`config.mk`:
```
export PLATFORM = sky130hd
export DESIGN_NAME = axis_rr_arb
export DESIGN_NICKNAME = d
export VERILOG_FILES = /design/src/rtl/axis_rr_arb.sv
export SDC_FILE = /design/constraint.sdc
export NUM_CORES = 1
export LEC_CHECK = 0
export BUFFER_PORTS_ARGS = -buffer_cell sky130_fd_sc_hd__buf_2
export CAP_MARGIN = 20
export CORE_UTILIZATION = 45
export DETAILED_ROUTE_END_ITERATION = 7
export PLACE_DENSITY = 0.85
export SYNTH_ARGS = -nofsm -noshare
export SYNTH_HDL_FRONTEND = slang
export SYNTH_SLANG_ARGS = --single-unit
```
`constraint.sdc`:
```
create_clock -name aclk -period 4.53 [get_ports aclk]
set_input_delay 0.453 -clock aclk [delete_from_list [all_inputs] [get_ports aclk]]
set_output_delay 0.453 -clock aclk [all_outputs]
set_load 0.005 [all_outputs]
```
`src/rtl/axis_rr_arb.sv`:
```
// Packet-granular round-robin arbiter that feeds one full-throughput AXI-stream output register.
// Define AXIS_ARB_PKT_CNT_EN to add the per-source completed-packet counters on pkt_cnt.
module axis_rr_arb #(
  parameter int N_SRC     = 4,
  parameter int DATA_BITS = 32,
  parameter int ID_BITS   = (N_SRC > 1) ? $clog2(N_SRC) : 1
) (
  input  logic                       aclk,
  input  logic                       areset,
  input  logic [N_SRC-1:0]           s_axis_tvalid,
  output logic [N_SRC-1:0]           s_axis_tready,
  input  logic [N_SRC*DATA_BITS-1:0] s_axis_tdata,
  input  logic [N_SRC-1:0]           s_axis_tlast,
  output logic                       m_axis_tvalid,
  input  logic                       m_axis_tready,
  output logic [DATA_BITS-1:0]       m_axis_tdata,
  output logic                       m_axis_tlast,
  output logic [ID_BITS-1:0]         m_axis_tid,
  output logic                       busy
`ifdef AXIS_ARB_PKT_CNT_EN
  ,
  output logic [N_SRC*32-1:0]        pkt_cnt
`endif
);

  typedef enum logic {S_IDLE, S_LOCK} state_t;

  state_t               r_state, w_state_nxt;
  logic [ID_BITS-1:0]   r_ptr, r_grant, w_pick, w_ptr_nxt;
  logic                 r_mvalid, r_mlast;
  logic [DATA_BITS-1:0] r_mdata;
  logic [ID_BITS-1:0]   r_mtid;
  logic                 w_lock, w_any, w_slot_free, w_acc, w_acc_last;
  logic [N_SRC-1:0]     w_sel, w_acc_v, w_acc_last_v;

  function automatic logic [ID_BITS-1:0] wrap_idx(input int v);
    return ID_BITS'((v >= N_SRC) ? (v - N_SRC) : v);
  endfunction

  assign w_lock      = (r_state == S_LOCK);
  assign w_any       = |s_axis_tvalid;
  assign w_slot_free = !r_mvalid || m_axis_tready;
  assign w_acc       = |w_acc_v;
  assign w_acc_last  = |w_acc_last_v;
  assign w_ptr_nxt   = (r_grant == ID_BITS'(N_SRC - 1)) ? '0 : r_grant + ID_BITS'(1);

  // Scan downward so the requester closest above r_ptr is the last (winning) assignment.
  always_comb begin
    w_pick = r_ptr;
    for (int k = N_SRC - 1; k >= 0; k--) begin
      if (s_axis_tvalid[wrap_idx(int'(r_ptr) + k)]) w_pick = wrap_idx(int'(r_ptr) + k);
    end
  end

  always_ff @(posedge aclk or posedge areset) begin
    if (areset) r_state <= S_IDLE;
    else        r_state <= w_state_nxt;
  end

  always_comb begin
    w_state_nxt = r_state;
    case (r_state)
      S_IDLE:  if (w_any)      w_state_nxt = S_LOCK;
      S_LOCK:  if (w_acc_last) w_state_nxt = S_IDLE;
      default:                 w_state_nxt = S_IDLE;
    endcase
  end

  always_ff @(posedge aclk or posedge areset) begin
    if (areset) begin
      r_grant <= '0;
      r_ptr   <= '0;
    end else begin
      if (!w_lock && w_any) r_grant <= w_pick;
      if (w_acc_last)       r_ptr   <= w_ptr_nxt;
    end
  end

  // Per-source handshake slice; only the locked grant ever sees ready.
  for (genvar i = 0; i < N_SRC; i++) begin : g_lane
    assign w_sel[i]         = w_lock && (r_grant == ID_BITS'(i));
    assign s_axis_tready[i] = w_sel[i] && w_slot_free;
    assign w_acc_v[i]       = s_axis_tready[i] && s_axis_tvalid[i];
    assign w_acc_last_v[i]  = w_acc_v[i] && s_axis_tlast[i];
`ifdef AXIS_ARB_PKT_CNT_EN
    logic [31:0] r_cnt;
    always_ff @(posedge aclk or posedge areset) begin
      if (areset)               r_cnt <= '0;
      else if (w_acc_last_v[i]) r_cnt <= r_cnt + 32'd1;
    end
    assign pkt_cnt[i*32 +: 32] = r_cnt;
`endif
  end

  // Output slot: load on accept, otherwise empty it once the consumer takes the beat.
  always_ff @(posedge aclk or posedge areset) begin
    if (areset) begin
      r_mvalid <= 1'b0;
      r_mdata  <= '0;
      r_mlast  <= 1'b0;
      r_mtid   <= '0;
    end else if (w_acc) begin
      r_mvalid <= 1'b1;
      r_mdata  <= s_axis_tdata[int'(r_grant)*DATA_BITS +: DATA_BITS];
      r_mlast  <= w_acc_last;
      r_mtid   <= r_grant;
    end else if (m_axis_tready) begin
      r_mvalid <= 1'b0;
    end
  end

  assign m_axis_tvalid = r_mvalid;
  assign m_axis_tdata  = r_mdata;
  assign m_axis_tlast  = r_mlast;
  assign m_axis_tid    = r_mtid;
  assign busy          = w_lock;

endmodule

```
==> results.md <==
- Status: complete, no violations
- Ant diodes: 0
- Total vias in the final route: 2250
- Worst relative slew slack: 0.4397
- Fin nets: 486
- Share of the synthesized area in the top cell type: 0.3940
- # resized after CTS: 0
- Post-Synth Simple-Gate Area: 0.03556
- Register area share after synthesis: 0.3940
- Die Height: 78.07 microns
- Largest family of logic cells by synthesized area: multiplexers
- FF+latch count, synth: 41
- First-pass GRT wire length: 10780 microns
- DRT Pass-1 Iters: 6
- # Max-Cap Violations: 0
- Worst r2r src: r_grant[1]
- H-tree levels: 2
- Worst setup SP type: flip-flop
- Final setup violating endpoints: 0
- R2r setup slk: 1.85 ns
- P_leak: 0.001831 uW
- Synth Area in Compound Gates: 0.04085
- Dpl ws: 1.842 ns
- Syn nets: 309
- Final Cycle Share: 0.5915
- Initial antenna violation count: 1
- CP max-delay cell: dfrtp_1
- Synth warn: 0
- Final Max Tran Viols: 0
- Post-synth cell types: 27
- DRC violations left: 0
- Final Wtd Congestion: 0.8838
- Synth-to-Final Area Change: 38.01%
- Synth top area cells: dfrtp_1 (39%), mux4_2 (23%), mux2_2 (9.1%)
- Vias in the first global route: 2304
- Post-route setup slack: 1.850 ns
- PD cells: 606.4 mW/mm^2
- Post-CTS Setup Inserts: 0
- CTS root buf: clkbuf_8
- Cts hold-fix bufs: 0
- Synthesized instance count: 166
- Final Hold Viols: 0
- Placement Rows: 27
- Total Wirelength: 6934 microns
- Adder-cell share of the synthesized area: 0.01922
- Peak Freq: 373.2 MHz
- Placed cells: 408
- Critical path, cell by cell: inv_1 > ha_1 > a22o_1 > o211ai_4 > buf_4 > mux2_2
- RSZ-0062 raised after global routing: false
- Clk_lat worst skew: 0.28 ns
- Critical Path End Type: flip-flop
- Crit Path Class: flip-flop to flip-flop
- Worst Path Arrival: 2.84 ns
- Worst r2r path cells: 6
- DR iter-0 viols: 89
- Layout cell share with drive strength beyond 1: 0.7376
- Reg-to-reg endpoint: m_axis_tdata[25]
- Avg Vias per Cell: 5.422
- WP data required: 4.69 ns
- Mapped Area: 0.002604 sq mm
- Synth Area in XOR/XNOR: 0
- Cell accounting for the most synthesized area: dfrtp_1
- Routed Antenna Nets: 0
- Die width: 78.07 microns
- TritonCTS clock tree: done
- Slew @ Worst Pin: 0.8393 ns
- Core area: 0.005540 sq mm
- CP max FO: 38
- Synthesized area per cell: 15.69 sq um
- Non-Filler Instances: 415
- Max incr delay on CP: 0.79 ns
- PortBufs: 179
- Initial Util: 0.4700
- Mux share of post-synthesis cell area: 0.4594
- Commonest non-fill, non-tap cell in the layout: buf_2
- Avg WL per Cell: 16.71 microns
- Die area: 0.006094 sq mm
- Highest-count cells in the layout ignoring fill and taps: buf_2 (179), dfrtp_1 (40), mux4_2 (27)
- Clock Skews: 0.008230 ns
- Cts bufs inserted: 5
- Io pins: 180
- Worst-path clk slew: 0.07 ns
- Filler instances: 458
- Gr usage total: 0.2313
- Post-DP HPWL: 5555 microns
- Post-layout util: 0.6486
- Hold WC Path Type: input pin to asynchronous set/reset pin
- Final min period: 2.680 ns
- GR Overflow Total: 0
- Pin count of the biggest net entering global routing: 42
- Setup_tns: 0 ns
- CTS Buffer Depth: 2
- CTS Sinks: 41
- Worst IR drop on VDD: 310.2 uV
-- worst max-delay path, delay by kind of cell, from the launching register on --
family	cells	cell delay, ns
multiplexers	1	0.40
flip-flops	1	0.79
AO/OA/AOI/OAI	2	0.42
buffers and inverters	2	0.68
adder cells (fa/ha/maj)	1	0.26
-- flip-flops by register name, indices dropped and copies added, names as in the netlist --
name	flops
busy	1
m_axis_tdata	32
m_axis_tid	2
m_axis_tlast	1
m_axis_tvalid	1
r_grant	2
r_ptr	2
-- stage by stage --
stage	power [uW]	hold WS (ns)	instance area (sq um)
after global routing	2339	0.4173	3593
after CTS	2207	0.3721	3593
final	2179	0.3412	3593
after detailed placement	1985	0.4699	3516
after floorplan	1633	0.4693	2604
after global placement	1914	0.4588	3516
-- layout make-up --
cell class / count / area, sq um / share of cell area
repair buffers: 182 / 918.4 / 0.2556
multi-input cells: 106 / 1454 / 0.4046
inverters: 7 / 26.28 / 0.007312
clock inverters: 1 / 5.005 / 0.001393
well taps: 72 / 90.09 / 0.02507
flip-flops and latches: 41 / 1027 / 0.2859
clock buffers: 6 / 72.57 / 0.02019
-- logic make-up (layout without fill, tap and decap cells) --
kind of cell,after synthesis,after routing
mux,68,68
buf+inv,19,196
simple gates,19,19
fa+ha+maj,4,4
compound gates,15,15
flops,41,41
-- routing by layer --
metal,wire length (microns),up-vias,GRT usage
li1,-,1012,-
met1,2484,1109,0.2518
met2,3892,118,0.4553
met3,482,9,0.04419
met4,64,2,0.05556
met5,10,-,0
-- cell usage after synthesis --
cell,instances
nand2_1,5
mux2_2,21
o22ai_1,4
buf_4,1
and3_1,4
mux2i_1,1
nor2_1,3
mux4_2,27
mux2_4,14
a222oi_1,1
a21oi_1,2
buf_8,1
buf_2,1
a21o_1,1
ha_1,4
clkbuf_1,3
nand4_1,1
dfrtp_1,41
nand3_1,5
inv_1,7
a22o_1,2
a221oi_1,1
nand2b_1,1
o211ai_2,1
buf_6,6
mux4_1,5
o21ai_0,3
-- power by group --
group | switching, uW | internal, uW | leakage (uW)
sequential | 170 | 560 | 0.000484
combinational | 467 | 763 | 0.00131
clock | 115 | 105 | 0.0000410
total | 751 | 1430 | 0.00183
-- how the worst max path moves through the flow --
stage | startpoint | to | slack, ns | depth (start not counted)
6_report | r_grant[1] | m_axis_tdata[25] | 1.85 | 6
5_1_grt | r_grant[1] | m_axis_tdata[25] | 1.70 | 6
4_1_cts | r_grant[1] | m_axis_tdata[25] | 1.84 | 6
3_5_place_dp | r_grant[1] | m_axis_tdata[30] | 1.84 | 6
3_3_place_gp | r_grant[1] | m_axis_tdata[25] | 1.96 | 6
2_1_floorplan | r_grant[1] | m_axis_tdata[15] | 2.23 | 9
No activity file was read; power rests on OpenSTA's default activity.
